### config.mk
export PLATFORM = sky130hd
export DESIGN_NAME = hazard_sequencer
export DESIGN_NICKNAME = d
export VERILOG_FILES = /design/src/rtl/mips_core_pkg.sv /design/src/rtl/sat_counter.sv /design/src/rtl/hazard_sequencer.sv
export SDC_FILE = /design/constraint.sdc
export NUM_CORES = 1
export LEC_CHECK = 0
export ABC_AREA = 1
export CAP_MARGIN = 20
export CORE_ASPECT_RATIO = 1.75
export CORE_MARGIN = 5
export CORE_UTILIZATION = 53
export CTS_CLUSTER_DIAMETER = 100
export DETAILED_ROUTE_END_ITERATION = 12
export PLACE_DENSITY = 0.87
export REMOVE_ABC_BUFFERS = 1
export SYNTH_ARGS = -nofsm -noshare
export SYNTH_HDL_FRONTEND = slang
export SYNTH_SLANG_ARGS = --single-unit
### constraint.sdc
create_clock -name clk -period 3 [get_ports clk]
set_input_delay 0.9 -clock clk [delete_from_list [all_inputs] [get_ports clk]]
set_output_delay 0.9 -clock clk [all_outputs]
set_load 0.005 [all_outputs]
### src/rtl/mips_core_pkg.sv
// rtl/mips_core_pkg.sv - shared types for the pipeline hazard sequencer
package mips_core_pkg;

    typedef enum logic {
        RUN        = 1'b0,
        WAIT_IFILL = 1'b1
    } hazard_state_t;

    typedef struct packed {
        logic stall;
        logic flush;
    } stage_ctl_t;

    localparam stage_ctl_t STAGE_IDLE = '{stall: 1'b0, flush: 1'b0};

endpackage

### src/rtl/sat_counter.sv
// rtl/sat_counter.sv - saturating event counter with synchronous clear
module sat_counter #(
    parameter int COUNTER_W = 32
) (
    input  logic                 clk,
    input  logic                 rst_n,
    input  logic                 inc,
    input  logic                 clr,
    output logic [COUNTER_W-1:0] count
);

    localparam logic [COUNTER_W-1:0] ONE = {{(COUNTER_W-1){1'b0}}, 1'b1};

    logic [COUNTER_W-1:0] count_q;
    logic [COUNTER_W-1:0] count_d;

    // Clear wins over increment; stop at all-ones instead of wrapping.
    always_comb begin
        count_d = count_q;
        if (clr) begin
            count_d = '0;
        end else if (inc && (count_q != {COUNTER_W{1'b1}})) begin
            count_d = count_q + ONE;
        end
    end

    // Counter register.
    always_ff @(posedge clk or negedge rst_n) begin
        if (!rst_n) begin
            count_q <= '0;
        end else begin
            count_q <= count_d;
        end
    end

    assign count = count_q;

endmodule

### src/rtl/hazard_sequencer.sv
// rtl/hazard_sequencer.sv - pipeline stall/flush controller with deferred redirect
module hazard_sequencer
    import mips_core_pkg::*;
#(
    parameter int ADDR_W    = 32,
    parameter int COUNTER_W = 32
) (
    input  logic                 clk,
    input  logic                 rst_n,
    input  logic                 ic_miss,
    input  logic                 dc_miss,
    input  logic                 load_use,
    input  logic                 mispredict,
    input  logic [ADDR_W-1:0]    mispredict_target,
    input  logic                 perf_clear,
    output logic                 pc_stall,
    output logic                 i2d_stall,
    output logic                 i2d_flush,
    output logic                 d2e_stall,
    output logic                 d2e_flush,
    output logic                 e2m_stall,
    output logic                 e2m_flush,
    output logic                 m2w_stall,
    output logic                 m2w_flush,
    output logic                 redirect_valid,
    output logic [ADDR_W-1:0]    redirect_pc,
    output logic                 redirect_pending,
    output logic [COUNTER_W-1:0] cnt_ic_stall,
    output logic [COUNTER_W-1:0] cnt_dc_stall,
    output logic [COUNTER_W-1:0] cnt_load_use,
    output logic [COUNTER_W-1:0] cnt_mispredict
);

    hazard_state_t     state_q, state_d;
    logic [ADDR_W-1:0] saved_q, saved_d;

    stage_ctl_t i2d_ctl, d2e_ctl, e2m_ctl, m2w_ctl;
    logic       pc_hold;
    logic       redir;
    logic [ADDR_W-1:0] redir_pc;
    logic       load_use_taken;
    logic       mispredict_taken;

    // Priority decode of hazards into per-register controls and next state.
    always_comb begin
        i2d_ctl          = STAGE_IDLE;
        d2e_ctl          = STAGE_IDLE;
        e2m_ctl          = STAGE_IDLE;
        m2w_ctl          = STAGE_IDLE;
        pc_hold          = 1'b0;
        redir            = 1'b0;
        redir_pc         = mispredict_target;
        state_d          = state_q;
        saved_d          = saved_q;
        load_use_taken   = 1'b0;
        mispredict_taken = 1'b0;

        if (dc_miss) begin
            // Freeze everything upstream of MEM; a pending mispredict in EX
            // stays asserted and is taken once the miss resolves.
            pc_hold       = 1'b1;
            i2d_ctl.stall = 1'b1;
            d2e_ctl.stall = 1'b1;
            e2m_ctl.stall = 1'b1;
            m2w_ctl.flush = 1'b1;
        end else if (state_q == RUN && mispredict && ic_miss) begin
            // Fetch cannot accept a new PC mid-fill; park the target.
            pc_hold          = 1'b1;
            i2d_ctl.flush    = 1'b1;
            d2e_ctl.flush    = 1'b1;
            saved_d          = mispredict_target;
            state_d          = WAIT_IFILL;
            mispredict_taken = 1'b1;
        end else if (state_q == RUN && mispredict) begin
            // D holds a wrong-path instruction, so any load_use is moot.
            redir            = 1'b1;
            i2d_ctl.flush    = 1'b1;
            d2e_ctl.flush    = 1'b1;
            mispredict_taken = 1'b1;
        end else if (state_q == WAIT_IFILL && ic_miss) begin
            pc_hold       = 1'b1;
            i2d_ctl.flush = 1'b1;
        end else if (state_q == WAIT_IFILL) begin
            redir         = 1'b1;
            redir_pc      = saved_q;
            i2d_ctl.flush = 1'b1;
            state_d       = RUN;
        end else if (load_use) begin
            // Hold D, bubble EX; i2d stall takes precedence over the
            // i-cache miss bubble.
            pc_hold        = 1'b1;
            i2d_ctl.stall  = 1'b1;
            d2e_ctl.flush  = 1'b1;
            load_use_taken = 1'b1;
        end else if (ic_miss) begin
            pc_hold       = 1'b1;
            i2d_ctl.flush = 1'b1;
        end
    end

    // FSM state and parked redirect target.
    always_ff @(posedge clk or negedge rst_n) begin
        if (!rst_n) begin
            state_q <= RUN;
            saved_q <= '0;
        end else begin
            state_q <= state_d;
            saved_q <= saved_d;
        end
    end

    assign pc_stall         = pc_hold;
    assign i2d_stall        = i2d_ctl.stall;
    assign i2d_flush        = i2d_ctl.flush & ~i2d_ctl.stall;
    assign d2e_stall        = d2e_ctl.stall;
    assign d2e_flush        = d2e_ctl.flush & ~d2e_ctl.stall;
    assign e2m_stall        = e2m_ctl.stall;
    assign e2m_flush        = e2m_ctl.flush & ~e2m_ctl.stall;
    assign m2w_stall        = m2w_ctl.stall;
    assign m2w_flush        = m2w_ctl.flush & ~m2w_ctl.stall;
    assign redirect_valid   = redir;
    assign redirect_pc      = redir_pc;
    assign redirect_pending = (state_q == WAIT_IFILL);

    sat_counter #(.COUNTER_W(COUNTER_W)) u_cnt_ic (
        .clk   (clk),
        .rst_n (rst_n),
        .inc   (ic_miss),
        .clr   (perf_clear),
        .count (cnt_ic_stall)
    );

    sat_counter #(.COUNTER_W(COUNTER_W)) u_cnt_dc (
        .clk   (clk),
        .rst_n (rst_n),
        .inc   (dc_miss),
        .clr   (perf_clear),
        .count (cnt_dc_stall)
    );

    sat_counter #(.COUNTER_W(COUNTER_W)) u_cnt_lu (
        .clk   (clk),
        .rst_n (rst_n),
        .inc   (load_use_taken),
        .clr   (perf_clear),
        .count (cnt_load_use)
    );

    sat_counter #(.COUNTER_W(COUNTER_W)) u_cnt_mp (
        .clk   (clk),
        .rst_n (rst_n),
        .inc   (mispredict_taken),
        .clr   (perf_clear),
        .count (cnt_mispredict)
    );

endmodule
### Word-level counts from Yosys, hierarchy flattened

Cells that the tools add are included.

| storage, ports and cells | value |
|---|---|
| register bits | 161 |
| bits of input ports | 39 |
| output and inout port bits | 171 |
| word-level logic and storage cells | 83 |

| cells by class | value |
|---|---|
| $add $sub $neg | 4 |
| equality and inequality tests | 6 |
| mux-type cells | 48 |
| bitwise gates (word level) | 6 |
| reductions and logical operators | 13 |

Operators by type and width:

| cell | count |
|---|---|
| 32-bit two-way mux | 13 |
| 32-bit by 1-bit adder with 32-bit output, second input constant | 4 |
| 32-bit inequality test, second input constant | 4 |
| 1-bit two-way mux | 35 |
| 2-bit nonzero test | 4 |
| 1-bit logical AND | 7 |
| 1-bit inverter | 4 |
| 3-bit AND reduction | 1 |
| 1-bit bitwise AND | 2 |
| 2-bit by 1-bit inequality test with 1-bit output, second input constant | 1 |
| 2-bit inequality test, second input constant | 1 |
| 2-bit AND reduction | 1 |

### Longest topological paths before layout

| logic depth | value |
|---|---|
| depth after elaboration | 9 |
| mapped depth | 12 |

### Cells and area by module

Synthesis repeated with hierarchy kept, for this count alone.

| second synthesis, totals | value |
|---|---|
| cell total of the unflattened synthesis | 1705 |
| area, all modules | 11044.3 µm² |

Modules (own cells, without submodules):

| module | times used | cells an instance | area each (µm²) |
|---|---|---|---|
| sat_counter at u_cnt_ic ... | 3 | 345 | 2243.4 |
| sat_counter at u_cnt_dc | 1 | 347 | 2259.7 |
| hazard_sequencer | 1 | 323 | 2054.5 |

### Worst setup path before layout

OpenSTA, ideal clock, no wires.

| timing | value |
|---|---|
| path type | in2out |
| start point | in ic_miss |
| end point | out redirect_pc[10] |
| arrival time | 1.898 ns |
| required time | 2.100 ns |
| slack | 0.202 ns |
| stages | 6 |
| path buffers | 2 |
| path through | clkbuf_1 -> nor2_1 -> nand2_1 -> clkbuf_1 -> nor2_1 -> a21oi_1 |

| between the ends | value |
|---|---|
| word-level cells in the longest chain between the ends | 5 |

Ends and longest elaborated chain:

| item | RTL line | source |
|---|---|---|
| from (decl) | hazard_sequencer.sv:10 | `input logic ic_miss,` |
| 1-bit logical AND | hazard_sequencer.sv:80 | `end else if (state_q == WAIT_IFILL && ic_miss) begin` |
| 32-bit two-way mux | hazard_sequencer.sv:80 |  |
| 32-bit two-way mux | hazard_sequencer.sv:74 | `end else if (state_q == RUN && mispredict) begin` |
| 32-bit two-way mux (*) | hazard_sequencer.sv:66 | `end else if (state_q == RUN && mispredict && ic_miss) begin` |
| 32-bit two-way mux (*) | hazard_sequencer.sv:58 | `if (dc_miss) begin` |
| to (decl) | hazard_sequencer.sv:26 | `output logic [ADDR_W-1:0] redirect_pc,` |

Mark *: on every way between the ends. The rest lies on a longest branch, timed or not.

### Final worst setup path

| timing | value |
|---|---|
| start point | in dc_miss |
| end point | out redirect_pc[11] |

| between the ends | value |
|---|---|
| word-level cells in the longest chain between the ends | 1 |

Ends and longest elaborated chain:

| item | RTL line | source |
|---|---|---|
| from (decl) | hazard_sequencer.sv:11 | `input logic dc_miss,` |
| 32-bit two-way mux | hazard_sequencer.sv:58 |  |

No other way between the ends.

==> qor.csv <==
stage;metric;value;unit
floorplan;die area;22700;µm²
logic_synthesis;dominant synthesized flop cell;dfrtp_1;
clock_tree;total CTS buffers;17;
logic_synthesis;Mean Syn Cell Area;6.57;µm²
sta;Slew Limit Fails;0;
worst_setup_path;FF-to-FF End;u_cnt_ic.count[16];
sta;setup ws final;0.0374;ns
sta;Fmax achieved;338;MHz
detailed_routing;WL per Instance;15.2;µm
detailed_routing;final WL;31.5;mm
cells_and_area;nets;1854;
pwr;clock network fraction of design power;0.436;
floorplan;row cnt;68;
cells_and_area;fill cell count;1624;
global_routing;vias in the first global route;11200;
worst_hold_path;Hold Crit Class;input pin to asynchronous set/reset pin;
worst_setup_path;Setup CP Type;input pin to primary output;
cells_and_area;proportion of layout cells with a drive suffix above 1;0.0938;
worst_setup_path;crit-path max FO;11;
logic_synthesis;Seq/Total Area, Yosys;0.386;
logic_synthesis;YS warnings;0;
pwr;total power;0.00524;W
clock_tree;clock sink total;161;
sta;Slew HR;0.337;
worst_setup_path;WP data required;2.10;ns
placement;Cell Area, Placed;12800;µm²
floorplan;chip width;116;µm
clock_tree;H-tree levels;4;
worst_setup_path;FF-to-FF setup slack;0.61;ns
clock_tree;worst skew pair latency;0.44;ns
placement;Buffers on Ports;207;
clock_tree;CTS Buffer Depth;2;
cells_and_area;final core occ;0.695;
placement;DP HPWL;23.4;mm
worst_setup_path;sum of buffers and inverters on the critical path;5;
worst_setup_path;WP data arrival;2.06;ns
global_routing;total gr overflow;0;
placement;Place WS;-0.566;ns
sta;Worst Skew;0.0114;ns
worst_setup_path;Worst R2R Start;u_cnt_ic.count[1];
job;Max Cap Viol;0;
cells_and_area;n_diodes;0;
pwr;Net Sw Frac;0.252;
logic_synthesis;Post-synth EDFFs;0;
sta;Hold Vio Cnt, Final;0;
logic_synthesis;post-synthesis cell area;10400;µm²
pwr;Logic pwr share;0.111;
global_routing;GRT Util Overall;0.281;
pwr;Sequential Power Share;0.453;
worst_setup_path;largest stage delay on the critical path;0.24;ns
cells_and_area;cell area after layout;13600;µm²
run_status;status;completed;
detailed_routing;Vias/cell;5.38;
worst_setup_path;CP endpoint kind;primary output;
logic_synthesis;Area contributors post-synth;dfrtp_1 (39%), nand2_1 (22%), nor2_1 (9.4%);
pwr;Internal;0.00392;W
worst_setup_path;delay-heaviest family, CP;buffers and inverters;
sta;Finish-stage setup viols;0;
clock_tree;Clock transition at path regs;0.06;ns
pwr;net switching power;0.00132;W
pwr;Peak VDD IR;0.000362;V
worst_setup_path;Setup crit start;dc_miss;
logic_synthesis;synthesized flop and latch total;161;
logic_synthesis;Netlist cell types;37;
logic_synthesis;top cell type by total area after synthesis;dfrtp_1;
clock_tree;TritonCTS clock tree;done;
detailed_routing;antenna-violating nets left;0;
floorplan;core area;19600;µm²
clock_tree;CTS Hold Buffers Added;0;
global_routing;initial antenna violation count;0;
floorplan;I/O Pins;210;
logic_synthesis;share of the synthesized area in the top cell type;0.386;
pwr;Lkg Pwr;6.55;nW
worst_setup_path;CP cell instances;buf_2 -> nor2_4 -> nand2_4 -> buf_4 -> buf_12 -> buf_16 -> a21oi_1 -> clkdlybuf4s15_1;
sta;minimum clock period;2.96;ns
detailed_routing;DRT Pass-1 Iters;7;
floorplan;die height;196;µm
clock_tree;Clock Root Buffer;clkbuf_16;
worst_setup_path;CP startpoint kind;input pin;
global_routing;first-pass GRT wire length;51.8;mm
floorplan;initial core utilization;0.533;
detailed_routing;via count;11100;
cells_and_area;synth-to-layout area growth;30.5;%
detailed_routing;DRC violations left;0;
logic_synthesis;Post-Synthesis Cells;1587;
worst_setup_path;CP max-delay cell;clkdlybuf4s15_1;
logic_synthesis;Synth async-reset ratio;1.00;
worst_setup_path;worst r2r path cells;9;
pwr;power density over the cells;385;nW/µm²
global_routing;largest net degree at the start of global routing;65;
logic_synthesis;Post-synth top cells;nand2_1 (604), nor2_1 (260), dfrtp_1 (161);
sta;total negative slack;0;ns
sta;period utilisation layout;0.988;
sta;worst slew pin tran;0.993;ns
placement;Routability Congestion;0.935;
detailed_routing;initial DRC count;795;
logic_synthesis;top-count cell post-synth;nand2_1;
## worst max path at each step
stage,end,cells past startpoint
3_5_place_dp,redirect_pc[11],7
6_report,redirect_pc[11],8
4_1_cts,redirect_valid,6
3_3_place_gp,redirect_pc[11],7
5_1_grt,redirect_pc[17],8
2_1_floorplan,redirect_pc[0],3
## flip-flops by register name (all words and copies together) (netlist names)
register	count
saved_q	32
u_cnt_lu.count	32
u_cnt_dc.count	32
redirect_pending	1
u_cnt_ic.count	32
u_cnt_mp.count	32
## cells by family (layout without fill, tap and decap cells)
logic type,Yosys count,count (layout),synth area share
buffers and inverters,198,434,0.0809
other,1,2,0.000360
AO/OA/AOI/OAI,96,96,0.0491
AND/OR/NAND/NOR,1081,1081,0.440
flip-flops,161,161,0.386
adder cells (fa/ha/maj),4,4,0.00480
XOR/XNOR,46,46,0.0386
## through the flow
step                      hold slack [ns]  cells
final                               0.422   2069
after global routing                0.453   2069
after CTS                           0.434   2069
after detailed placement            0.477   2028
after global placement              0.471   2028
after floorplan                     0.454   1541
## power groups by stage
stage / clock network (W) / logic, W / registers (W)
floorplan: 0 / 0.000233 / 0.00238
global placement: 0 / 0.000555 / 0.00241
detailed placement: 0 / 0.000578 / 0.00240
CTS: 0.00230 / 0.000581 / 0.00237
global route: 0.00239 / 0.000644 / 0.00238
finish: 0.00228 / 0.000580 / 0.00237
## layout make-up
type,count,area [µm²],area share
Clock buffer,24,482,0.0354
Clock inverter,8,126,0.00929
Inverter,151,578,0.0425
Multi-Input combinational cell,1229,5640,0.415
Sequential cell,161,4030,0.296
Tap cell,245,307,0.0225
Timing Repair Buffer,251,2440,0.179
## per-layer routing
| layer | vias up | global-route usage | share of wire |
|---|---|---|---|
| li1 | 5377 | - | - |
| met1 | 5150 | 0.308 | 0.37 |
| met2 | 479 | 0.496 | 0.52 |
| met3 | 133 | 0.0589 | 0.062 |
| met4 | 0 | 0.148 | 0.048 |
| met5 | - | 0 | 0 |
## worst register-to-register path, delay by kind of cell (launching register included)
family,cells,cell delay (ns)
fa+ha+maj,1,0.18
flops,1,0.40
compound gates,1,0.10
simple gates,7,1.64
## cells in the final DEF (no fill, tap or decap), drive strengths merged
cell           netlist  layout
nand2              622     622
nor2               287     287
clkdlybuf4s50        0     167
dfrtp              161     161
inv                148     149
nand3              103     103
buf                 29      57
o21ai               50      50
a21oi               42      42
nand4               41      41
xor2                35      35
clkbuf              18      25
dlygate4sd2          0      16
nor3                14      14
xnor2               11      11
nand3b               6       6
or2                  6       6
dlymetal6s2s         0       5
ha                   4       4
clkdlybuf4s15        0       4
clkinv               3       4
bufinv               0       3
clkinvlp             0       3
o21bai               2       2
conb                 1       2
a31oi                1       1
a22oi                1       1
and2                 1       1
and3                 1       1
bufbuf               0       1
## repair_timing
action                                  4_1_cts  5_1_grt
cloned                                        2        0
setup buffers                                 7        0
endpoints found under the setup margin       40       10
gates resized for setup                      97       13
pin swaps                                     3        0
(Power assumes the default switching activity.)
